### src/rtl/deser_pkg.sv
// Shared definitions for the serial-to-parallel receive stage.
// Holds the default word geometry and the frame-assembly state type.
package deser_pkg;

  localparam int unsigned DEF_WIDTH = 16;
  localparam int unsigned DEF_MOD_W = $clog2(DEF_WIDTH + 1);

  typedef enum logic {
    IDLE    = 1'b0,
    COLLECT = 1'b1
  } state_e;

endpackage

### src/rtl/deserializer_if.sv
// Bundle of the deserializer's serial input and parallel output signals.
// Ports:
//   ser_data_i / ser_data_val_i / ser_last_i : serial bit, strobe, end-of-frame
//   data_o / data_mod_o / data_val_o         : left-aligned word, bit count, pulse
//   busy_o                                   : frame partially received
// slave  : the deserializer side (consumes serial, produces parallel)
// master : the side feeding bits in and watching words come out
interface deserializer_if #(
  parameter int unsigned WIDTH = deser_pkg::DEF_WIDTH,
  parameter int unsigned MOD_W = deser_pkg::DEF_MOD_W
);

  logic             ser_data_i;
  logic             ser_data_val_i;
  logic             ser_last_i;
  logic [WIDTH-1:0] data_o;
  logic [MOD_W-1:0] data_mod_o;
  logic             data_val_o;
  logic             busy_o;

  modport slave (
    input  ser_data_i, ser_data_val_i, ser_last_i,
    output data_o, data_mod_o, data_val_o, busy_o
  );

  modport master (
    output ser_data_i, ser_data_val_i, ser_last_i,
    input  data_o, data_mod_o, data_val_o, busy_o
  );

endinterface

### src/rtl/deserializer.sv
// Serial-to-parallel receiver: collects MSB-first bits into a left-aligned
// word, completing after WIDTH bits or on an end-of-frame marker.
// Ports:
//   clk_i : rising-edge clock
//   rst_i : synchronous active-high reset
//   bus   : deserializer_if.slave (serial in, word/count/pulse/busy out)
module deserializer
  import deser_pkg::*;
#(
  parameter int unsigned WIDTH = DEF_WIDTH,
  parameter int unsigned MOD_W = DEF_MOD_W
) (
  input  logic           clk_i,
  input  logic           rst_i,
  deserializer_if.slave  bus
);

  localparam int unsigned IDX_W = (WIDTH > 1) ? $clog2(WIDTH) : 1;

  state_e           state_q, state_d;
  logic [MOD_W-1:0] cnt_q, cnt_d;
  logic [WIDTH-1:0] shift_q, shift_d;
  logic [WIDTH-1:0] data_q, data_d;
  logic [MOD_W-1:0] mod_q, mod_d;
  logic             val_q, val_d;
  logic [IDX_W-1:0] pos;

  // Shift-register slot for the next bit: WIDTH-1 for the first bit of a frame.
  assign pos = IDX_W'(WIDTH - 1) - IDX_W'(cnt_q);

  // State and datapath registers.
  always_ff @(posedge clk_i) begin
    if (rst_i) begin
      state_q <= IDLE;
      cnt_q   <= '0;
      shift_q <= '0;
      data_q  <= '0;
      mod_q   <= '0;
      val_q   <= 1'b0;
    end else begin
      state_q <= state_d;
      cnt_q   <= cnt_d;
      shift_q <= shift_d;
      data_q  <= data_d;
      mod_q   <= mod_d;
      val_q   <= val_d;
    end
  end

  // Bit acceptance and frame completion; the shift register is cleared on
  // completion so the unfilled LSBs of the next word are already zero.
  always_comb begin
    state_d = state_q;
    cnt_d   = cnt_q;
    shift_d = shift_q;
    data_d  = data_q;
    mod_d   = mod_q;
    val_d   = 1'b0;
    if (bus.ser_data_val_i) begin
      shift_d[pos] = bus.ser_data_i;
      if (bus.ser_last_i || (cnt_q == MOD_W'(WIDTH - 1))) begin
        data_d  = shift_d;
        mod_d   = cnt_q + MOD_W'(1);
        val_d   = 1'b1;
        cnt_d   = '0;
        shift_d = '0;
        state_d = IDLE;
      end else begin
        cnt_d   = cnt_q + MOD_W'(1);
        state_d = COLLECT;
      end
    end
  end

  assign bus.data_o     = data_q;
  assign bus.data_mod_o = mod_q;
  assign bus.data_val_o = val_q;
  assign bus.busy_o     = (state_q == COLLECT);

endmodule

### src/flat_wrapper.sv
// flat-port wrapper written by rule: the top's interface ports become plain ports
module deserializer_flat import deser_pkg::*;
#(
  parameter int unsigned WIDTH = DEF_WIDTH,
  parameter int unsigned MOD_W = DEF_MOD_W
)
  (clk_i, rst_i, bus_ser_data_i, bus_ser_data_val_i, bus_ser_last_i, bus_data_o, bus_data_mod_o, bus_data_val_o, bus_busy_o);
  deserializer_if #(.WIDTH(WIDTH), .MOD_W(MOD_W)) bus_i ();
  input  logic clk_i;
  input  logic rst_i;
  input wire logic [$bits(bus_i.ser_data_i)-1:0] bus_ser_data_i;
  input wire logic [$bits(bus_i.ser_data_val_i)-1:0] bus_ser_data_val_i;
  input wire logic [$bits(bus_i.ser_last_i)-1:0] bus_ser_last_i;
  output wire logic [$bits(bus_i.data_o)-1:0] bus_data_o;
  output wire logic [$bits(bus_i.data_mod_o)-1:0] bus_data_mod_o;
  output wire logic [$bits(bus_i.data_val_o)-1:0] bus_data_val_o;
  output wire logic [$bits(bus_i.busy_o)-1:0] bus_busy_o;
  assign bus_i.ser_data_i = bus_ser_data_i;
  assign bus_i.ser_data_val_i = bus_ser_data_val_i;
  assign bus_i.ser_last_i = bus_ser_last_i;
  assign bus_data_o = bus_i.data_o;
  assign bus_data_mod_o = bus_i.data_mod_o;
  assign bus_data_val_o = bus_i.data_val_o;
  assign bus_busy_o = bus_i.busy_o;
  deserializer #(.WIDTH(WIDTH), .MOD_W(MOD_W)) u_core (.clk_i(clk_i), .rst_i(rst_i), .bus(bus_i));
endmodule
### config.mk
export PLATFORM = sky130hd
export DESIGN_NAME = deserializer_flat
export DESIGN_NICKNAME = d
export VERILOG_FILES = /design/src/rtl/deser_pkg.sv /design/src/rtl/deserializer_if.sv /design/src/rtl/deserializer.sv /design/src/flat_wrapper.sv
export SDC_FILE = /design/constraint.sdc
export NUM_CORES = 1
export LEC_CHECK = 0
export ABC_AREA = 1
export CAP_MARGIN = 20
export CORE_UTILIZATION = 54
export CTS_CLUSTER_DIAMETER = 60
export DETAILED_ROUTE_END_ITERATION = 10
export GPL_TIMING_DRIVEN = 0
export PLACE_DENSITY = 0.82
export SYNTH_ARGS = -nofsm -noshare
export SYNTH_HDL_FRONTEND = slang
export SYNTH_SLANG_ARGS = --single-unit
### constraint.sdc
create_clock -name clk_i -period 2.6 [get_ports clk_i]
set_clock_uncertainty 0.15 [all_clocks]
set_input_delay 0.39 -clock clk_i [delete_from_list [all_inputs] [get_ports clk_i]]
set_output_delay 0.39 -clock clk_i [all_outputs]
set_load 0.1 [all_outputs]
==> results by group, run 1 <==
STA
  – Final Hold Viols: 0
  – # setup viols final: 0
  – Setup TNS: 0 ns
  – Max Slew Vio Count: 0
  – RSZ-0062 raised after global routing: no
  – Final critical-path required period: roughly 2.3 ns
  – Tightest Pin Transition: slightly below 1 ns
  – Final WS setup: ~0.3 ns
  – Period utilization: between 80% and 90%
  – Final hold slack: slightly above 0.3 ns
  – Worst slew margin: 35.1%
  – Highest clock rate: ~0.43 GHz

Place
  – RD Place Congestion: about 0.86
  – Inst Count DP: 350
  – Dpl cell area: between 0.002 and 0.0025 mm²
  – Post-Place Setup Slack: approximately 0.23 ns
  – IO Port Bufs: 27
  – HPWL after DPL: between 3000 and 4000 µm

Power and ir drop
  – Final Power: 1.25 mW
  – Power density cells: about 520 mW/mm²
  – Leak: 0.903 nW
  – Maximum VDD drop: 0.000317 V

Synthesis
  – Yosys warns: 0
  – Top cells by area, synth: dfxtp_1 44%, nand2_1 16%, nand3_1 8.5%, a21oi_1 5.2%, inv_1 4.5%
  – Most used DFF post-synth: dfxtp_1
  – Post-synth top area share: between 40% and 50%
  – Synth Area in Adders: a little over 3%
  – Synth Area in XOR/XNOR: 0%
  – Post-synth ARST share: 0%
  – Seq/Total Area, Yosys: 43.9%
  – Yosys cell types: 23
  – Syn Nets: 287
  – Syn Inst Count: 277
  – Post-synth EDFFs: 0
  – Mux contribution to synthesized area: 0%
  – Flops & latches, synth: 44
  – Cell taking the most area after synthesis: dfxtp_1
  – Cell area after synthesis: ~0.0020 mm²
  – Simple-gate portion of the synthesized area: 31.9%
  – Syn avg cell area: 7.25 µm²
  – Largest family of logic cells by synthesized area: simple AND/OR/NAND/NOR gates
  – Compound-cell area share of the yosys netlist: roughly 11%

Final layout
  – Fillers: about 290
  – Final std cell area, no fill: ~0.0024 mm²
  – Layout cells sized above 1: 8.36%
  – Most frequent cells in the layout: 86 x nand2_1, 44 x dfxtp_1, 34 x nand3_1, 27 x clkdlybuf4s50_1, 24 x inv_1
  – Nets: 320
  – Final Util: 70.3%
  – Area Growth Syn to Fin: 20.6%
  – Commonest non-fill, non-tap cell in the layout: nand2_1
  – Layout Cells excl Fill: roughly 360
  – # diodes: 0

Routing
  – ANT nets after route: 0
  – 1st-pass router iterations: 4
  – DRT iter0 DRCs: between 90 and 100
  – Vias post-DR: approximately 1,800
  – Routed wire length per instance: 12.0 µm
  – Drt via density: 5.14
  – DRT Wirelength: roughly 4300 µm
  – Drt drc: 0

Clock network
  – Clock slew at reported path FFs: ~0.080 ns
  – Clock Path Buffers: 2
  – H-tree depth: 2
  – Post-cts gate resize count: 0
  – CTS Hold Bufs: 0
  – Total CTS buffers: 5
  – Clock Latency Late Sink: 0.29 ns
  – # Post-CTS Setup Buffers: 0
  – TritonCTS clock tree: built
  – CTS sink cnt: 44
  – Root buf cell: clkbuf_8

GRT
  – Vias in the first global route: 1,593
  – First-pass GRT wire length: around 7300 µm
  – Gr ovfl total: 0
  – Largest net degree at the start of global routing: 13
  – GR Util All Layers: approximately a quarter
  – Initial antenna violation count: 0

Run status
  – Outcome: finished clean

Setup path
  – Startpoint type of the worst setup path: register
  – Critical Path, Cell by Cell: clkdlybuf4s50_1
  – Crit path capture type: output port
  – CP Buf/Inv Count: 1
  – WP data required: a little over 2 ns
  – Slowest stage delay, CP: between 1 and 1.5 ns
  – Crit Path Category: register to output port
  – WP data arrival: between 1.5 and 2 ns
  – Slowest library cell on the worst path: clkdlybuf4s50_1
  – Critical path peak fanout: 2
  – Cell family with most CP delay: buffers and inverters

Job
  – Number of max-cap violations: 0

Floorplan
  – Starting density of the core: 58.3%
  – Vert. Die Dim: 63.0 µm
  – Num rows: 21
  – Area of the core: between 0.003 and 0.004 mm²
  – Die area: 0.00396 mm²
  – Ports: 28
  – Die Wd: 63.0 µm

Min path
  – Worst hold path type: register to register
-- metal layers --
| metal | vias to the layer above | global-route usage (%) | wire [µm] |
|---|---|---|---|
| li1 | 960 | - | - |
| met1 | 810 | 30.3 | 2090 |
| met2 | 60 | 38.7 | 1880 |
| met3 | 6 | 5.47 | 270 |
| met4 | 0 | 5.52 | 27 |
| met5 | - | 0 | 0 |
-- state kept, by name, indices dropped and copies added, names as in the netlist --
| name | count |
|---|---|
| u_core.bus.data_o | 16 |
| u_core.shift_q | 16 |
| u_core.bus.data_mod_o | 5 |
| u_core.cnt_q | 5 |
| u_core.bus.busy_o | 1 |
| u_core.bus.data_val_o | 1 |
-- logic make-up (layout without fill, tap and decap cells) --
group,count (synthesis),count (layout)
buf+inv,44,78
simple gates,141,141
flops,44,44
fa+ha+maj,5,5
compound gates,43,43
-- layout make-up --
class                      instances  area [µm²]  share of cell area, %
buffer                            16        98.8                   4.08
clock buffer                       8        90.1                   3.72
inverter                          27         103                   4.24
multi-input combinational        189         921                   38.0
sequential                        44         881                   36.4
tap                               46        57.6                   2.38
timing repair buffer              27         270                   11.2
-- tightest hold or removal path, stage by stage, from the launching register on --
cell and delay [ns]:
dfxtp_1 0.31, nand2_1 0.06, nand2_1 0.04
-- final timing paths --
kind	startpoint	end	slack, ns	cells past startpoint
min	u_core.bus.data_mod_o[3]	u_core.bus.data_mod_o[3]	0.30	2
max	u_core.bus.data_o[2]	bus_data_o[2]	0.29	1
min reg2reg	u_core.bus.data_mod_o[3]	u_core.bus.data_mod_o[3]	0.30	2
max reg2reg	u_core.cnt_q[1]	u_core.shift_q[13]	0.31	10
-- cell usage after synthesis (2+ instances only) --
master and instances:
a21oi_1 21, buf_2 4, buf_4 3, buf_6 3, clkbuf_1 7, dfxtp_1 44, ha_1 5, inv_1 24
inv_2 2, nand2_1 86, nand3_1 34, nand4_1 12, nor2_1 2, nor2_4 3, o21ai_0 8, o21ai_1 12
-- power breakdown --
part           internal, mW  leakage (nW)  switching [mW]
Combinational        0.0342         0.502           0.102
Sequential            0.682         0.356         0.00557
Clock                 0.217        0.0455           0.213
Power figures use the tool's default switching activity.
==> run 2: changes to the inputs <==
- HOLD_SLACK_MARGIN: unset -> 0.08
==> results of run 2 <==
The final DEF is identical to that of run 1; final timing and power are the same.
==> run 3: changes to the inputs <==
- CAP_MARGIN: 20 -> unset
- CORE_UTILIZATION: 54 -> 55
- PLACE_DENSITY: 0.82 -> 0.83
- clock period: 2.6 -> 2.7 ns (I/O delays scaled with it)
==> run 3 against run 2 <==
Worst setup slack lost 0.0050 ns; worst hold slack improved by 0.0069 ns; global-route usage increased by 1.1 points; clock-buffer cell count shrank 2; critical endpoint is now bus_data_o[7]; die area is 1.8% lower; highest routed layer unchanged; critical path depth unchanged; largest power group unchanged; cell count grew 0.28%; register-to-register slack improved by 0.02 ns.
==> results by group, run 3 (synthesis gave the netlist of run 1 again) <==
Run status
  – Outcome: finished clean (unchanged)

STA
  – Period utilization: between 80% and 90%
  – Setup TNS: 0 ns (unchanged)
  – Final Hold Viols: 0 (unchanged)
  – Final critical-path required period: between 2 and 2.5 ns
  – Tightest Pin Transition: 0.964 ns (was 0.971 ns)
  – Max Slew Vio Count: 0 (unchanged)
  – RSZ-0062 raised after global routing: no (unchanged)
  – Highest clock rate: slightly above 0.4 GHz
  – Final WS setup: 0.287 ns (was 0.292 ns)
  – # setup viols final: 0 (unchanged)
  – Worst slew margin: 35.6% (was 35.1%)

Clock network
  – Post-cts gate resize count: 0 (unchanged)
  – H-tree depth: 2 (unchanged)
  – Root buf cell: clkbuf_4 (was clkbuf_8)
  – TritonCTS clock tree: built (unchanged)
  – Clock Path Buffers: 2 (unchanged)
  – # Post-CTS Setup Buffers: 0 (unchanged)
  – Total CTS buffers: 5 (unchanged)
  – Clock Latency Late Sink: 0.36 ns (was 0.29 ns)
  – CTS sink cnt: 44 (unchanged)
  – CTS Hold Bufs: 0 (unchanged)
  – Clock slew at reported path FFs: 0.13 ns (was 0.08 ns)

Place
  – HPWL after DPL: 3020 µm (was 3050 µm)
  – RD Place Congestion: 0.897 (was 0.856)
  – Post-Place Setup Slack: 0.334 ns (was 0.228 ns)
  – IO Port Bufs: 27 (unchanged)
  – Dpl cell area: 0.00233 mm² (unchanged)

Final layout
  – Fillers: 304 (was 288)
  – # diodes: 0 (unchanged)
  – Area Growth Syn to Fin: 19.4% (was 20.6%)
  – Commonest non-fill, non-tap cell in the layout: nand2_1 (unchanged)
  – Most frequent cells in the layout: 86 x nand2_1, 44 x dfxtp_1, 34 x nand3_1, 27 x clkdlybuf4s50_1, 24 x inv_1 (unchanged)
  – Sequential cell area: 881 µm² (unchanged)
  – Multi-input gate area: 921 µm² (unchanged)
  – Nets: 321 (was 320)
  – Layout cells sized above 1: 8.97% (was 8.36%)
  – Final std cell area, no fill: 0.00240 mm² (was 0.00242 mm²)

Setup path
  – WP data arrival: 1.86 ns (was 1.77 ns)
  – Cell family with most CP delay: buffers and inverters (unchanged)
  – Slowest library cell on the worst path: clkdlybuf4s50_1 (unchanged)
  – Crit Path Category: register to output port (unchanged)
  – Worst Setup SP: u_core.bus.data_o[7] (was u_core.bus.data_o[2])
  – Startpoint type of the worst setup path: register (unchanged)
  – Critical R2R Launch: u_core.cnt_q[0] (was u_core.cnt_q[1])
  – Crit path capture type: output port (unchanged)
  – CP Buf/Inv Count: 1 (unchanged)
  – WP data required: 2.14 ns (was 2.06 ns)
  – Slowest stage delay, CP: 1.13 ns (about the same)
  – Critical path peak fanout: 2 (unchanged)
  – Critical Path, Cell by Cell: clkdlybuf4s50_1 (unchanged)

Floorplan
  – Num rows: 21 (unchanged)
  – Vert. Die Dim: 62.4 µm (was 63.0 µm)
  – Die area: 0.00389 mm² (was 0.00396 mm²)
  – Ports: 28 (unchanged)
  – Area of the core: 0.00342 mm² (was 0.00344 mm²)
  – Die Wd: 62.4 µm (was 63.0 µm)
  – Starting density of the core: 58.8% (was 58.3%)

GRT
  – First-pass GRT wire length: 7510 µm (was 7260 µm)
  – Initial antenna violation count: 0 (unchanged)
  – Vias in the first global route: 1,647 (was 1,593)
  – Gr ovfl total: 0 (unchanged)
  – Largest net degree at the start of global routing: 14 (was 13)
  – GR Util All Layers: 24.4% (was 23.3%)

Routing
  – Drt via density: 5.08 (was 5.14)
  – 1st-pass router iterations: 4 (unchanged)
  – ANT nets after route: 0 (unchanged)
  – Vias post-DR: 1,819 (was 1,836)
  – Drt drc: 0 (unchanged)
  – DRT iter0 DRCs: 137 (was 92)
  – Routed wire length per instance: 11.9 µm (was 12.0 µm)
  – DRT Wirelength: 4250 µm (was 4270 µm)

Power and ir drop
  – Power density cells: 471 mW/mm² (was 518 mW/mm²)
  – Maximum VDD drop: 0.000310 V (was 0.000317 V)
  – Leak: 0.896 nW (was 0.903 nW)

Min path
  – Worst hold path type: register to register (unchanged)
  – Hold_sp: u_core.bus.data_mod_o[3] (unchanged)

Job
  – Number of max-cap violations: 0 (unchanged)
-- run 3: worst min-delay path: cells and delay by family (launching register included) --
kind / cells / cell delay [ns]
flops: 1 / 0.33
simple gates: 2 / 0.10
-- run 3: per-stage QoR --
step / hold slack (ns) / power, mW / util [%] / cells
global placement: 0.283 / 0.806 / 68.4 / 350
global route: 0.333 / 1.18 / 70.1 / 358
finish: 0.310 / 1.13 / 70.1 / 358
floorplan: 0.294 / 0.771 / - / 277
CTS: 0.315 / 1.13 / 70.1 / 358
detailed placement: 0.292 / 0.808 / 68.4 / 350
-- run 3: worst paths after layout --
| check | end | slack, ns | cells after the start |
|---|---|---|---|
| setup / recovery | bus_data_o[7] | 0.29 | 1 |
| hold / removal | u_core.bus.data_mod_o[3] | 0.31 | 2 |
| setup reg to reg | u_core.shift_q[13] | 0.33 | 11 |
| hold reg to reg | u_core.bus.data_mod_o[3] | 0.31 | 2 |
-- run 3: report_power, final --
part	total (mW)	leakage, nW	switching, mW	internal (mW)
Clock	0.335	0.0380	0.211	0.124
Combinational	0.130	0.503	0.0969	0.0328
Sequential	0.663	0.356	0.00532	0.658
-- run 3: layout make-up --
type	count	share of cell area, %
flip-flops and latches	44	36.8
well taps	46	2.40
multi-input cells	189	38.4
plain buffers	17	4.28
clock inverters	2	0.418
repair buffers	27	11.3
inverters	27	4.28
clock buffers	6	2.14
-- run 3: routing by layer --
metal,vias to the layer above,GRT usage [%],share of wire (%)
met5,-,0,0
met4,0,9.01,1.3
met3,6,5.11,5.8
met2,54,40.5,46
met1,796,31.1,47
li1,963,-,-
